### config.mk
export PLATFORM = sky130hd
export DESIGN_NAME = zx_ps2_keyboard
export DESIGN_NICKNAME = d
export VERILOG_FILES = /design/src/rtl/zx_ps2_keyboard.sv
export SDC_FILE = /design/constraint.sdc
export NUM_CORES = 1
export LEC_CHECK = 0
export CAP_MARGIN = 20
export CORE_MARGIN = 4
export CORE_UTILIZATION = 35
export CTS_BUF_LIST = sky130_fd_sc_hd__clkbuf_2 sky130_fd_sc_hd__clkbuf_4 sky130_fd_sc_hd__clkbuf_8
export DETAILED_ROUTE_END_ITERATION = 10
export PLACE_DENSITY_LB_ADDON = 0.2
export SKIP_CTS_REPAIR_TIMING = 1
export SLEW_MARGIN = 10
export SYNTH_ARGS = -nofsm -noshare
export SYNTH_HDL_FRONTEND = slang
export SYNTH_SLANG_ARGS = --single-unit
### constraint.sdc
create_clock -name clk_sys -period 3.2 [get_ports clk_sys]
set_input_delay 0.48 -clock clk_sys [delete_from_list [all_inputs] [get_ports clk_sys]]
set_output_delay 0.48 -clock clk_sys [all_outputs]
set_load 0.02 [all_outputs]
### src/rtl/zx_ps2_keyboard.sv
// PS/2 set-2 keyboard front end: frame receiver, held-key decoder, ZX 8x5 matrix, Fn/modifier levels.
// Latency: 2 clk_sys cycles from the detected stop-bit edge to key_data / Fn / mod.
// Backpressure: none; PS/2 frames cannot be throttled, and bytes are consumed on the cycle they arrive.
//
// Ports:
//   clk_sys, reset_n      system clock, async active-low reset (released synchronously)
//   ps2_kbd_clk/_data     raw asynchronous PS/2 lines
//   addr[15:8]            active-low half-row selects for port FE reads
//   key_data[4:0]         active-low column read, bit0 = outermost key
//   Fn[11:1]              function-key levels
//   mod[2:0]              {shift, alt, ctrl} levels
module zx_ps2_keyboard #(
  parameter int FILTER  = 8,
  parameter int TIMEOUT = 65535
) (
  input  logic        clk_sys,
  input  logic        reset_n,
  input  logic        ps2_kbd_clk,
  input  logic        ps2_kbd_data,
  input  logic [15:0] addr,
  output logic [4:0]  key_data,
  output logic [11:1] Fn,
  output logic [2:0]  mod
);

  localparam int FW    = $clog2(FILTER + 1);
  localparam int TW    = $clog2(TIMEOUT + 1);
  localparam int NKEYS = 60;

  // Key ids 0..39 are matrix positions (row*5 + column); the rest are
  // keys that only feed composites, Fn or mod.
  localparam int K_CS    = 0;
  localparam int K_SS    = 36;
  localparam int K_BS    = 40;
  localparam int K_LEFT  = 41;
  localparam int K_DOWN  = 42;
  localparam int K_UP    = 43;
  localparam int K_RIGHT = 44;
  localparam int K_F1    = 45;
  localparam int K_LCTRL = 56;
  localparam int K_RCTRL = 57;
  localparam int K_LALT  = 58;
  localparam int K_RALT  = 59;

  // Reset: asserted asynchronously, released on a clock edge.
  logic [1:0] rst_q;
  logic       rst_n;

  always_ff @(posedge clk_sys or negedge reset_n) begin
    if (!reset_n) rst_q <= 2'b00;
    else          rst_q <= {rst_q[0], 1'b1};
  end
  assign rst_n = rst_q[1];

  // Input synchronisers; lines idle high.
  logic [1:0] clk_sync;
  logic [1:0] dat_sync;

  always_ff @(posedge clk_sys or negedge rst_n) begin
    if (!rst_n) begin
      clk_sync <= 2'b11;
      dat_sync <= 2'b11;
    end else begin
      clk_sync <= {clk_sync[0], ps2_kbd_clk};
      dat_sync <= {dat_sync[0], ps2_kbd_data};
    end
  end

  // Glitch filter: the filtered clock only follows the synchronised line
  // after FILTER consecutive samples that disagree with it.
  logic          clk_filt;
  logic [FW-1:0] filt_cnt;
  logic          filt_flip;
  logic          fall;
  logic          dat;

  assign filt_flip = (clk_sync[1] != clk_filt) && (filt_cnt == FW'(FILTER - 1));
  assign fall      = filt_flip & clk_filt;
  assign dat       = dat_sync[1];

  always_ff @(posedge clk_sys or negedge rst_n) begin
    if (!rst_n) begin
      clk_filt <= 1'b1;
      filt_cnt <= '0;
    end else if (clk_sync[1] == clk_filt) begin
      filt_cnt <= '0;
    end else if (filt_flip) begin
      clk_filt <= clk_sync[1];
      filt_cnt <= '0;
    end else begin
      filt_cnt <= filt_cnt + 1'b1;
    end
  end

  // Frame receiver
  typedef enum logic [1:0] {IDLE, DATA, PARITY, STOP} rx_state_t;

  rx_state_t     state, state_next;
  logic [7:0]    shreg;
  logic [2:0]    bit_cnt;
  logic          par_bit;
  logic [TW-1:0] tcnt;
  logic          timeout;
  logic          byte_valid;
  logic          start_en, shift_en, par_en, frame_ok;

  assign timeout = (tcnt == TW'(TIMEOUT));

  always_ff @(posedge clk_sys or negedge rst_n) begin
    if (!rst_n) state <= IDLE;
    else        state <= state_next;
  end

  always_comb begin
    state_next = state;
    start_en   = 1'b0;
    shift_en   = 1'b0;
    par_en     = 1'b0;
    frame_ok   = 1'b0;
    if (fall) begin
      case (state)
        IDLE: begin
          if (!dat) begin
            state_next = DATA;
            start_en   = 1'b1;
          end
        end
        DATA: begin
          shift_en = 1'b1;
          if (bit_cnt == 3'd7) state_next = PARITY;
        end
        PARITY: begin
          par_en     = 1'b1;
          state_next = STOP;
        end
        STOP: begin
          // odd parity: data byte plus parity bit carry an odd number of ones
          frame_ok   = dat & (^{par_bit, shreg});
          state_next = IDLE;
        end
        default: state_next = IDLE;
      endcase
    end else if (state != IDLE && timeout) begin
      state_next = IDLE;
    end
  end

  always_ff @(posedge clk_sys or negedge rst_n) begin
    if (!rst_n) begin
      shreg      <= '0;
      bit_cnt    <= '0;
      par_bit    <= 1'b0;
      tcnt       <= '0;
      byte_valid <= 1'b0;
    end else begin
      byte_valid <= frame_ok;
      if (start_en) bit_cnt <= '0;
      if (shift_en) begin
        shreg   <= {dat, shreg[7:1]};
        bit_cnt <= bit_cnt + 1'b1;
      end
      if (par_en) par_bit <= dat;
      if (fall || state == IDLE) tcnt <= '0;
      else if (!timeout)         tcnt <= tcnt + 1'b1;
    end
  end

  // Scan code {ext, code} -> {hit, key id}
  function automatic logic [6:0] key_lookup(input logic [8:0] sc);
    logic       hit;
    logic [5:0] id;
    hit = 1'b1;
    id  = '0;
    case (sc)
      9'h012: id = 6'd0;   9'h01A: id = 6'd1;   9'h022: id = 6'd2;   9'h021: id = 6'd3;   9'h02A: id = 6'd4;
      9'h01C: id = 6'd5;   9'h01B: id = 6'd6;   9'h023: id = 6'd7;   9'h02B: id = 6'd8;   9'h034: id = 6'd9;
      9'h015: id = 6'd10;  9'h01D: id = 6'd11;  9'h024: id = 6'd12;  9'h02D: id = 6'd13;  9'h02C: id = 6'd14;
      9'h016: id = 6'd15;  9'h01E: id = 6'd16;  9'h026: id = 6'd17;  9'h025: id = 6'd18;  9'h02E: id = 6'd19;
      9'h045: id = 6'd20;  9'h046: id = 6'd21;  9'h03E: id = 6'd22;  9'h03D: id = 6'd23;  9'h036: id = 6'd24;
      9'h04D: id = 6'd25;  9'h044: id = 6'd26;  9'h043: id = 6'd27;  9'h03C: id = 6'd28;  9'h035: id = 6'd29;
      9'h05A: id = 6'd30;  9'h04B: id = 6'd31;  9'h042: id = 6'd32;  9'h03B: id = 6'd33;  9'h033: id = 6'd34;
      9'h029: id = 6'd35;  9'h059: id = 6'd36;  9'h03A: id = 6'd37;  9'h031: id = 6'd38;  9'h032: id = 6'd39;
      9'h066: id = 6'd40;  9'h16B: id = 6'd41;  9'h172: id = 6'd42;  9'h175: id = 6'd43;  9'h174: id = 6'd44;
      9'h005: id = 6'd45;  9'h006: id = 6'd46;  9'h004: id = 6'd47;  9'h00C: id = 6'd48;  9'h003: id = 6'd49;
      9'h00B: id = 6'd50;  9'h083: id = 6'd51;  9'h00A: id = 6'd52;  9'h001: id = 6'd53;  9'h009: id = 6'd54;
      9'h078: id = 6'd55;
      9'h014: id = 6'd56;  9'h114: id = 6'd57;  9'h011: id = 6'd58;  9'h111: id = 6'd59;
      default: hit = 1'b0;
    endcase
    return {hit, id};
  endfunction

  // Decoder: prefix flags and held-key flags
  logic [NKEYS-1:0] keys;
  logic             ext_flag, rel_flag;
  logic [6:0]       lk;

  assign lk = key_lookup({ext_flag, shreg});

  always_ff @(posedge clk_sys or negedge rst_n) begin
    if (!rst_n) begin
      keys     <= '0;
      ext_flag <= 1'b0;
      rel_flag <= 1'b0;
    end else if (byte_valid) begin
      case (shreg)
        8'hE0: ext_flag <= 1'b1;
        8'hF0: rel_flag <= 1'b1;
        8'h00, 8'hFF: begin
          keys     <= '0;
          ext_flag <= 1'b0;
          rel_flag <= 1'b0;
        end
        8'hAA, 8'hFC: ;   // self-test / error replies leave prefixes intact
        default: begin
          for (int i = 0; i < NKEYS; i++) begin
            if (lk[6] && (lk[5:0] == 6'(i))) keys[i] <= ~rel_flag;
          end
          ext_flag <= 1'b0;
          rel_flag <= 1'b0;
        end
      endcase
    end
  end

  // Matrix: composites keep their own flags and are ORed in, so releasing
  // a cursor key never drops a Caps Shift that is physically held.
  logic [7:0][4:0] mtx;
  logic [4:0]      col;
  logic            unused_addr;

  assign unused_addr = ^addr[7:0];

  always_comb begin
    mtx       = keys[39:0];
    mtx[0][0] = mtx[0][0] | keys[K_BS] | keys[K_LEFT] | keys[K_DOWN] | keys[K_UP] | keys[K_RIGHT];
    mtx[4][0] = mtx[4][0] | keys[K_BS];
    mtx[3][4] = mtx[3][4] | keys[K_LEFT];
    mtx[4][4] = mtx[4][4] | keys[K_DOWN];
    mtx[4][3] = mtx[4][3] | keys[K_UP];
    mtx[4][2] = mtx[4][2] | keys[K_RIGHT];
    col = '0;
    for (int r = 0; r < 8; r++) begin
      if (!addr[8 + r]) col = col | mtx[r];
    end
    key_data = ~col;
  end

  assign Fn  = keys[K_F1 + 10:K_F1];
  assign mod = {keys[K_CS] | keys[K_SS],
                keys[K_LALT] | keys[K_RALT],
                keys[K_LCTRL] | keys[K_RCTRL]};

endmodule

==> metrics.txt <==
Setup crit start kind flop; Die Ht 145 µm; CP Capture Type flop; Detail Placement HPWL 13000 µm; syn avg cell area 9.03 µm²; CP Max Fanout 9; area taken by multi-input logic gates 0.00353 mm²; largest cells by area after synthesis dfrtp_1 (38%), nand3_1 (5.3%), ha_1 (4.6%), a32o_1 (4.0%), nand2_1 (3.6%); WL final 19100 µm; Total GRT Usage 18.4%; cells after synthesis 726; Post-Place Setup Slack 0.0159 ns; Antenna Violating Nets Remaining 0; Post-Layout Inst Area 0.00759 mm²; number of flops mapped to enable cells by yosys 0; clock buffer depth 2; Starting Density 36.0%; final design utilization 41.7%; vias 5875; Yosys warnings 0; share of post-route cells with drive strength above 1 15.3%; vias in the first global route 5793; n_diodes 0; Worst Setup Path Type flop to flop; Port Buffers 30; count of unique library cells instantiated by Yosys 75; H-Tree Level Count 3; Rows 49; Setup Viol. Count Final 0; DRC 0; drt pass-1 iters 5; CP arrival 3.36 ns; syn_nets 770; minimum clock period 3.09 ns; Design Power 2.27 mW; Final WS setup 0.109 ns; Slew @ Worst Pin 0.956 ns; CTS tree done; Num CTS Buffers 9; final hold violations 0; maximum clock frequency 0.324 GHz; Worst-path clk slew 0.10 ns; # IOs 39; max-slew violations 0; die footprint 0.0210 mm²; gr ovfl total 0; first-pass GRT wire length 30700 µm; clock power share 35.4%; Post-synth top cells dfrtp_1 (99), nand3_1 (70), nand2_1 (63), nor2_1 (50), inv_1 (39); pwr dens 298 mW/mm²; Seq/Total Area, Yosys 39.8%; ys async rst share 100%; HP Class primary input to asynchronous set/reset pin; Pint 1.70 mW; period utilization 96.6%; combinational share of power 4.4%; routed len/inst 19.3 µm; root buf cell clkbuf_8; flops & latches, synth 104; skew final 0.0128 ns; final setup TNS 0 ns; DIE WIDTH 145 µm; # Max-Cap Violations 0; DR iter-0 viols 479; slew margin rel. 36.2%; peak supply drop 0.000201 V; Reg power frac 60.2%; Synth Cell Area 0.00656 mm²; largest net degree at the start of global routing 103; clock latency on the worst-skew pair 0.38 ns; RD Place Congestion 0.897; share of the synthesized area in the top cell type 37.8%; switching pwr 0.562 mW; initial antenna violation count 0; CP Data Required Time 3.47 ns; most frequent cell after synthesis dfrtp_1; number of fill cells in the layout 1766; LEAKAGE 2.94 nW; area grow syn2layout 15.8%; most used flip-flop cell after synthesis dfrtp_1; register cell area after layout 0.00261 mm²; post-synth top area cell dfrtp_1; Net Sw Frac 24.8%; Sinks on Clock Net 104; core area 0.0182 mm²; placed instance area 0.00727 mm²; Nets 799; Critical Path Source shreg[6]; status completed; Via density 5.94; worst r2r src shreg[6]
metal layers:
layer	routed length (µm)	track usage, %
met4	363	5.84
met1	8710	25.0
met3	1180	3.98
met2	8840	29.4
met5	0	0
worst paths after layout:
path	cells past startpoint	to	slack (ns)
max	10	keys[6]	0.11
min in group clk_sys	0	rst_q[1]	0.36
max in group asynchronous	1	shreg[0]	2.38
max reg2reg	10	keys[6]	0.11
min	1	rst_q[0]	0.24
min reg2reg	0	rst_q[1]	0.36
cells by family after synthesis:
family / count (synthesis) / share of synthesized area [%]
adder cells (fa/ha/maj): 24 / 4.58
XOR/XNOR: 18 / 2.41
flip-flops: 104 / 39.8
multiplexers: 5 / 0.821
buffers and inverters: 106 / 7.69
other: 1 / 0.0572
AO/OA/AOI/OAI: 186 / 22.1
AND/OR/NAND/NOR: 282 / 22.5
critical path: stages, from the launching register on:
cell and delay (ns):
dfrtp_1 0.40, buf_4 0.15, ha_1 0.32, nand3b_1 0.19
o22ai_1 0.17, a311o_1 0.36, or3_4 0.45, nor4_4 0.30
buf_6 0.17, o21ai_4 0.11, a221o_1 0.38
power by group through the flow:
stage | clock network [mW] | registers [mW] | logic, mW
4_1_cts | 0.834 | 1.36 | 0.102
3_5_place_dp | 0 | 1.39 | 0.101
5_1_grt | 0.888 | 1.37 | 0.112
6_report | 0.802 | 1.36 | 0.0996
2_1_floorplan | 0 | 1.40 | 0.0451
3_3_place_gp | 0 | 1.39 | 0.0981
per-stage QoR:
step	cells	hold WS [ns]
global route	989	0.219
detailed placement	967	0.339
finish	989	0.243
CTS	983	0.218
global placement	967	0.340
floorplan	726	0.184
cell usage in the layout, fill, tap and decap left out, types with 6 or more instances in the layout:
cell type and n:
a211oi_1 9, a21oi_1 22, a221o_1 16, a22oi_1 9, a32o_1 26, and2_1 16, buf_12 9, buf_4 43
clkbuf_8 10, clkdlybuf4s50_1 30, dfrtp_1 97, ha_1 15, ha_2 8, inv_1 39, nand2_1 63, nand3_1 70
nand3b_1 10, nand4_1 14, nor2_1 50, nor2b_1 6, nor3_1 11, o211ai_1 14, o21ai_0 22, o22ai_1 18
xnor2_1 6, xor2_1 12
sequential cells by signal (all words and copies together) (netlist names), 3 cells and up:
signal and flops:
keys 60, tcnt 16, shreg 8, filt_cnt 4
bit_cnt 3
area by class of cell:
type                       count  area share, %
multi-input combinational    517           46.5
sequential                   104           34.4
timing repair buffer          84           10.9
tap                          229           3.78
inverter                      39           1.93
clock buffer                  10           1.81
clock inverter                 6          0.692
Power figures use the tool's default switching activity.
